File: src/rtl/audio_pkg.sv
// Shared audio-path definitions: sample width, serializer state encoding and
// the bit-counter width used to index a sample.
package audio_pkg;

  localparam int unsigned DATA_W = 16;
  localparam int unsigned CNT_W  = $clog2(DATA_W);

  typedef enum logic [1:0] {
    IDLE,
    SHIFT,
    PAD
  } state_t;

endpackage

File: src/rtl/lrclk_edge_det.sv
// Word-clock edge detector: one registered copy of LRCLK and single-cycle
// pulses marking the start of a left (falling) or right (rising) word.
module lrclk_edge_det (
  input  logic clk,
  input  logic i_rst,
  input  logic i_lrclk,
  output logic o_negedge,
  output logic o_posedge
);

  logic lrclk_d;

  always_ff @(posedge clk or posedge i_rst) begin
    if (i_rst) lrclk_d <= 1'b0;
    else       lrclk_d <= i_lrclk;
  end

  // Gated by reset so no pulse escapes while the register is held clear.
  assign o_negedge = ~i_rst &  lrclk_d & ~i_lrclk;
  assign o_posedge = ~i_rst & ~lrclk_d &  i_lrclk;

endmodule

File: src/rtl/i2s_dac_tx.sv
// I2S DAC transmitter: one-pair holding buffer, per-frame L/R latching on the
// left-word edge, and an MSB-first serializer aligned one BCLK after LRCLK.
module i2s_dac_tx #(
  parameter int unsigned DATA_W = audio_pkg::DATA_W,
  parameter int unsigned UCNT_W = 8
) (
  input  logic              clk,
  input  logic              i_rst,
  input  logic              i_en,
  input  logic              i_lrclk,
  input  logic              i_valid,
  input  logic [DATA_W-1:0] i_data_l,
  input  logic [DATA_W-1:0] i_data_r,
  output logic              o_ready,
  output logic              o_dacdat,
  output logic              o_lrclk_negedge,
  output logic              o_lrclk_posedge,
  output logic [UCNT_W-1:0] o_underflow_cnt
);

  import audio_pkg::*;

  localparam int unsigned BIT_W = $clog2(DATA_W);

  logic              neg, pos, accept;
  state_t            state, state_nx;
  logic [BIT_W-1:0]  bit_cnt, cnt_nx, idx;
  logic              chan_r, chan_nx;
  logic              buf_full;
  logic [DATA_W-1:0] buf_l, buf_r, frame_l, frame_r;
  logic [UCNT_W-1:0] ucnt;

  lrclk_edge_det u_edge (
    .clk       (clk),
    .i_rst     (i_rst),
    .i_lrclk   (i_lrclk),
    .o_negedge (neg),
    .o_posedge (pos)
  );

  assign o_lrclk_negedge = neg;
  assign o_lrclk_posedge = pos;
  assign o_underflow_cnt = ucnt;

  // Ready is held low in the left-edge cycle so a pair offered then is taken
  // only after the buffer has been handed to the frame registers.
  assign o_ready = ~i_rst & i_en & ~buf_full & ~neg;
  assign accept  = i_valid & o_ready;
  assign idx     = BIT_W'(DATA_W - 1) - bit_cnt;

  always_ff @(posedge clk or posedge i_rst) begin
    if (i_rst) begin
      buf_full <= 1'b0;
      buf_l    <= '0;
      buf_r    <= '0;
      frame_l  <= '0;
      frame_r  <= '0;
      ucnt     <= '0;
    end else begin
      if (neg && !buf_full && ucnt != '1) ucnt <= ucnt + 1'b1;
      if (!i_en) begin
        buf_full <= 1'b0;
        frame_l  <= '0;
        frame_r  <= '0;
      end else if (neg) begin
        buf_full <= 1'b0;
        frame_l  <= buf_full ? buf_l : '0;
        frame_r  <= buf_full ? buf_r : '0;
      end else if (accept) begin
        buf_full <= 1'b1;
        buf_l    <= i_data_l;
        buf_r    <= i_data_r;
      end
    end
  end

  always_ff @(posedge clk or posedge i_rst) begin
    if (i_rst) begin
      state   <= IDLE;
      bit_cnt <= '0;
      chan_r  <= 1'b0;
    end else begin
      state   <= state_nx;
      bit_cnt <= cnt_nx;
      chan_r  <= chan_nx;
    end
  end

  // The MSB leaves in the pulse cycle itself, so it is taken from the source
  // register (buffer for left, frame for right) before the transfer lands.
  always_comb begin
    state_nx = state;
    cnt_nx   = bit_cnt;
    chan_nx  = chan_r;
    o_dacdat = 1'b0;
    if (!i_en) begin
      state_nx = IDLE;
      cnt_nx   = '0;
    end else if (neg) begin
      state_nx = SHIFT;
      chan_nx  = 1'b0;
      cnt_nx   = BIT_W'(1);
      o_dacdat = buf_full & buf_l[DATA_W-1];
    end else if (pos && state != IDLE) begin
      state_nx = SHIFT;
      chan_nx  = 1'b1;
      cnt_nx   = BIT_W'(1);
      o_dacdat = frame_r[DATA_W-1];
    end else if (state == SHIFT) begin
      o_dacdat = chan_r ? frame_r[idx] : frame_l[idx];
      if (bit_cnt == BIT_W'(DATA_W - 1)) begin
        state_nx = PAD;
        cnt_nx   = '0;
      end else begin
        cnt_nx = bit_cnt + 1'b1;
      end
    end
  end

endmodule

File: config.mk
export PLATFORM = sky130hd
export DESIGN_NAME = i2s_dac_tx
export DESIGN_NICKNAME = d
export VERILOG_FILES = /design/src/rtl/audio_pkg.sv /design/src/rtl/lrclk_edge_det.sv /design/src/rtl/i2s_dac_tx.sv
export SDC_FILE = /design/constraint.sdc
export NUM_CORES = 1
export LEC_CHECK = 0
export ABC_AREA = 1
export CORE_MARGIN = 3
export CORE_UTILIZATION = 45
export DETAILED_ROUTE_END_ITERATION = 7
export PLACE_DENSITY = 0.68
export SLEW_MARGIN = 0
export SYNTH_ARGS = -nofsm -noshare
export SYNTH_HDL_FRONTEND = slang
export SYNTH_SLANG_ARGS = --single-unit
File: constraint.sdc
create_clock -name clk -period 5.6 [get_ports clk]
set_input_delay 1.68 -clock clk [delete_from_list [all_inputs] [get_ports clk]]
set_output_delay 1.68 -clock clk [all_outputs]
set_load 0.02 [all_outputs]
# == After elaboration in Yosys (flattened, before gate mapping) ==
# Index checks and enable logic that the tools add are counted.
# totals
ff_bits,81
inputBits,37
elab_cells,74
out_inout_bits,12
# classes
eq_ne,7
addsub,3
reduce_logical,9
magnitude_cmp,1
bitwise_logic,14
muxes,30
# op_table
cell,count
$mux 16,6
$mux 4,5
$mux 1,12
$mux 2,5
$and 1x1->1,9
$add 8x1->8 const B,1
$bmux 1 s4,2
$ne 4x1->1 const B,2
$ne 8x8->1 const B,1
$lt 4x5->1 const B,1
$not 1->1,5
$add 4x1->4 const B,1
$eq 4x4->1 const B,1
$reduce_and 2->1,2
$reduce_bool 2->1,2
$sub 4x4->4 const A,1
$logic_and 1x1->1,3
$ne 3x1->1 const B,1
$reduce_and 3->1,1
$eq 2x1->1 const B,1
$ne 2x1->1 const B,1
$logic_not 1->1,1

# == Longest topological paths before layout ==
# depth
word_depth,9
ltp_mapped,13
ltp_nobuf,11

# == Cells and area by module ==
# Synthesis repeated with hierarchy kept, for this count alone.
# unflattened
cells_unflattened,415
area_unflattened_um2,3699.8
# by_module_without_submodules
mod,cells_per_inst,seq_area_each_um2,n_inst,area_per_inst_um2
i2s_dac_tx,409,2001.9,1,3656.0
lrclk_edge_det,6,25.0,1,43.8

# == Worst setup path after synthesis ==
# Ideal clock, no wire load.
# synth_timing
kind,input to output
from,input port i_rst
to,output port o_dacdat
stages,5
t_arrival_ns,3.480
slack_ns,0.440
path_cell_list,inv_2 > nand3_4 > inv_2 > nor2_1 > a21oi_1
# synth_between
elab_cells_between_ends,9
cone_classes,3 x mux; 5 x bitwise; 1 x reduce/logical
# synth_rtl
item,line_no,rtl
"start, declared",i2s_dac_tx.sv:8,"input logic i_rst,"
$not 1->1,lrclk_edge_det.sv:19,assign o_negedge = ~i_rst & lrclk_d & ~i_lrclk;
$and 1x1->1 (2 in a row),lrclk_edge_det.sv:19,
net o_lrclk_negedge,i2s_dac_tx.sv:16,"output logic o_lrclk_negedge,"
$mux 1,i2s_dac_tx.sv:99,end else if (neg) begin
$mux 1,i2s_dac_tx.sv:96,if (!i_en) begin
"end, declared",i2s_dac_tx.sv:15,"output logic o_dacdat,"
# The timed path passes the listed nets, and every way through them passes these cells.

# == Final worst setup path ==
# layout_timing
from,input port i_rst
to,output port o_dacdat
# layout_between
elab_chain_len,7
elab_cells_between_ends,9
cone_classes,3 x mux; 5 x bitwise; 1 x reduce/logical
# layout_lines
item,line_no,rtl
$not 1->1 (*),"lrclk_edge_det.sv:19, lrclk_edge_det.sv:20",
$and 1x1->1 (2 in a row),lrclk_edge_det.sv:20,assign o_posedge = ~i_rst & ~lrclk_d & i_lrclk;
$logic_and 1x1->1,i2s_dac_tx.sv:104,end else if (pos && state != IDLE) begin
$mux 1,i2s_dac_tx.sv:104,
$mux 1 (*),i2s_dac_tx.sv:99,
$mux 1 (*),i2s_dac_tx.sv:96,
# Every way passes the cells marked *; elsewhere a longest branch is shown, timed or not.

==> reports/metrics.cfg <==
[run_status]
status=finished clean

[timing]
hold_viol_final=0
tns_ps=0
final.setup.worst_slack_ps=295
finClkSkew_ps=7.75
period_minus_slack_ps=5300
setup_viol=0
slew_viol_final=0
fmaxAchievable_mhz=189
min_period_over_period_pct=94.7
grt_setup_unrepaired=false
slew_headroom_pct=18.0
worst_pin_slew_ps=1230

[global_routing]
grt_pass1_vias=2756
track_usage_pct=15.9
antenna_found_initial=0
grt_pass1_wl_um=12500
gr-total-overflow=0
grt_max_degree=82

[place]
gp_congestion=0.812
dp_hpwl_um=4800
place_ws_ps=309
post-place-cells=553
placement.io_buffers=48

[routing]
vias=2800
final_antenna_net_count=0
met2WireLength_um=3550
wl_met3_um=297
top_layer=met4
drc_errors=0
wl_um=7200
dr.pass1.iters=4
vias_per_cell=4.92
drt-initial-drc-count=114
wl_met1_um=3250
wire_per_inst_um=12.7

[flow_run]
maxCapViolCount=0

[setup_path]
rr_endpoint=frame_l[6]
crit_buf_inv=2
cpMaxStageDelayCell=clkdlybuf4s50_1
ff2ff_setup_slack_ps=3540
reg2reg_from=u_edge.lrclk_d
crit_chain=clkdlybuf4s50_1, nor3_2, o21ai_1, nor2_1, nor2_1, a21oi_1, clkdlybuf4s50_1
r2r_cells=4
path_delay_family=buffers and inverters
max_stage_delay_ps=620
crit_path_end_kind=output pin
crit_type=in2out
arrival_ps=3620
start_kind=input pin
cp_max_fo=4
worstPathRequired_ps=3920

[cts]
cts_tree=built
cts_hold_buf=0
numCtsBuffers=9
clk_latency_ps=350
cts_root_buf=clkbuf_8
clkSlewWorstSetupHoldPaths_ps=80
h-tree-depth=3
postCtsSetupBuffers=0
cts_buffer_depth=2
ctsResizeCount=0
cts.sinks=81

[floorplanning]
coreArea_um2=7930
rows=32
ioPinCount=49
dieArea_um2=9540
initial_core_util_pct=47.7
die_h_um=97.7
dieWidth_um=97.7

[logic_synthesis]
synthArstFlopShare_pct=100
synthFlopType=dfrtp_1
synth_edf_count=0
syn_avg_cell_area_um2=9.07
syn_inst=417
yosysUniqueCellTypes=29
netlist_area_um2=3780
yosysTopAreaCell=dfrtp_1
synth_seq_area_share_pct=53.6
synthTopCellsByArea=dfrtp_1 54%, nand2_1 10%, a21oi_2 7.2%
ys_warn_count=0
ys_ff_latch=81
synth_top_cell_area_share_pct=53.6
syn-num-nets=456

[layout]
multi_input_area_um2=1460
area_growth_pct=19.7
fillers=726
fin_util_pct=57.1
drive_gt1_share_pct=19.7
stdcell_count=569
diodes=0
layout.nets=501
layout.cells.most_common_list=105 x nand2_1, 81 x dfrtp_1, 48 x clkdlybuf4s50_1
seq_area_um2=2030
layout.cells.most_common=nand2_1

[min_path]
hold-path-cell-count=2
hp-start=frame_r[13]
min_path_type=reg2reg
hold_path_end=frame_r[13]

[power_and_ir_drop]
peakVddDrop_v=0.000147
power_uw=1440
p_leak_uw=0.00211
p_per_area_nw_per_um2=318

-- synth_stat cells (5+ instances only) --
library cell / instances
inv_1: 42
nand3_1: 26
inv_2: 7
nor2_1: 19
a21oi_2: 31
dfrtp_1: 81
o21ai_1: 28
nor2_2: 29
xor2_1: 5
o21ai_0: 5
clkbuf_1: 7
buf_6: 6
nand2_1: 105
-- state kept, by name, summed over array words and instances (netlist names) --
register and cells:
buf_l 16, buf_r 16, frame_l 16, frame_r 16, o_underflow_cnt 8, bit_cnt 4
state 2, buf_full 1, chan_r 1, u_edge.lrclk_d 1
-- area by class of cell --
class                           count  share of cell area, %
Multi-Input combinational cell    270                   32.1
Timing Repair Buffer               51                   11.1
Inverter                           49                   4.09
Sequential cell                    81                   44.8
Clock inverter                      4                   1.66
Tap cell                          102                   2.82
Clock buffer                       12                   3.43
-- kinds of logic (layout without fill, tap and decap cells) --
logic type               after synthesis  in the layout  synth area share [%]
buffers and inverters                 66            116                  7.94
multiplexers                           1              1                 0.397
adder cells (fa/ha/maj)                2              2                 0.661
XOR/XNOR                               8              8                  1.85
flip-flops                            81             81                  53.6
AND/OR/NAND/NOR                      187            187                  22.8
AO/OA/AOI/OAI                         72             72                  12.8
-- how the worst max path moves through the flow --
| stage | from | endpoint | slack, ps | cells after the start |
|---|---|---|---|---|
| CTS | i_rst | o_dacdat | 300 | 7 |
| detailed placement | i_rst | o_dacdat | 310 | 7 |
| global route | i_rst | o_dacdat | 240 | 7 |
| finish | i_rst | o_dacdat | 300 | 7 |
| global placement | i_rst | o_dacdat | 390 | 7 |
| floorplan | i_rst | o_dacdat | 440 | 5 |
-- layer usage --
| layer | vias up | track usage (%) |
|---|---|---|
| met4 | 0 | 5.54 |
| li1 | 1407 | - |
| met3 | 11 | 4.88 |
| met1 | 1336 | 20.1 |
| met2 | 46 | 25.9 |
| met5 | - | 0 |
-- metrics by stage --
step	cell area [um2]	hold WS [ps]
floorplan	3780	453
global placement	4300	474
detailed placement	4300	476
CTS	4530	495
global route	4530	520
finish	4530	492
-- power breakdown --
group / switching, uW / total, uW / internal (uW)
combinational: 145 / 256 / 112
clock: 204 / 479 / 275
sequential: 50.4 / 705 / 655
-- tightest hold or removal path, cell delays in order, from the launching register on --
cell     delay [ps]
dfrtp_1         350
nand2_1          50
o21ai_1          60
(Power assumes the default switching activity.)
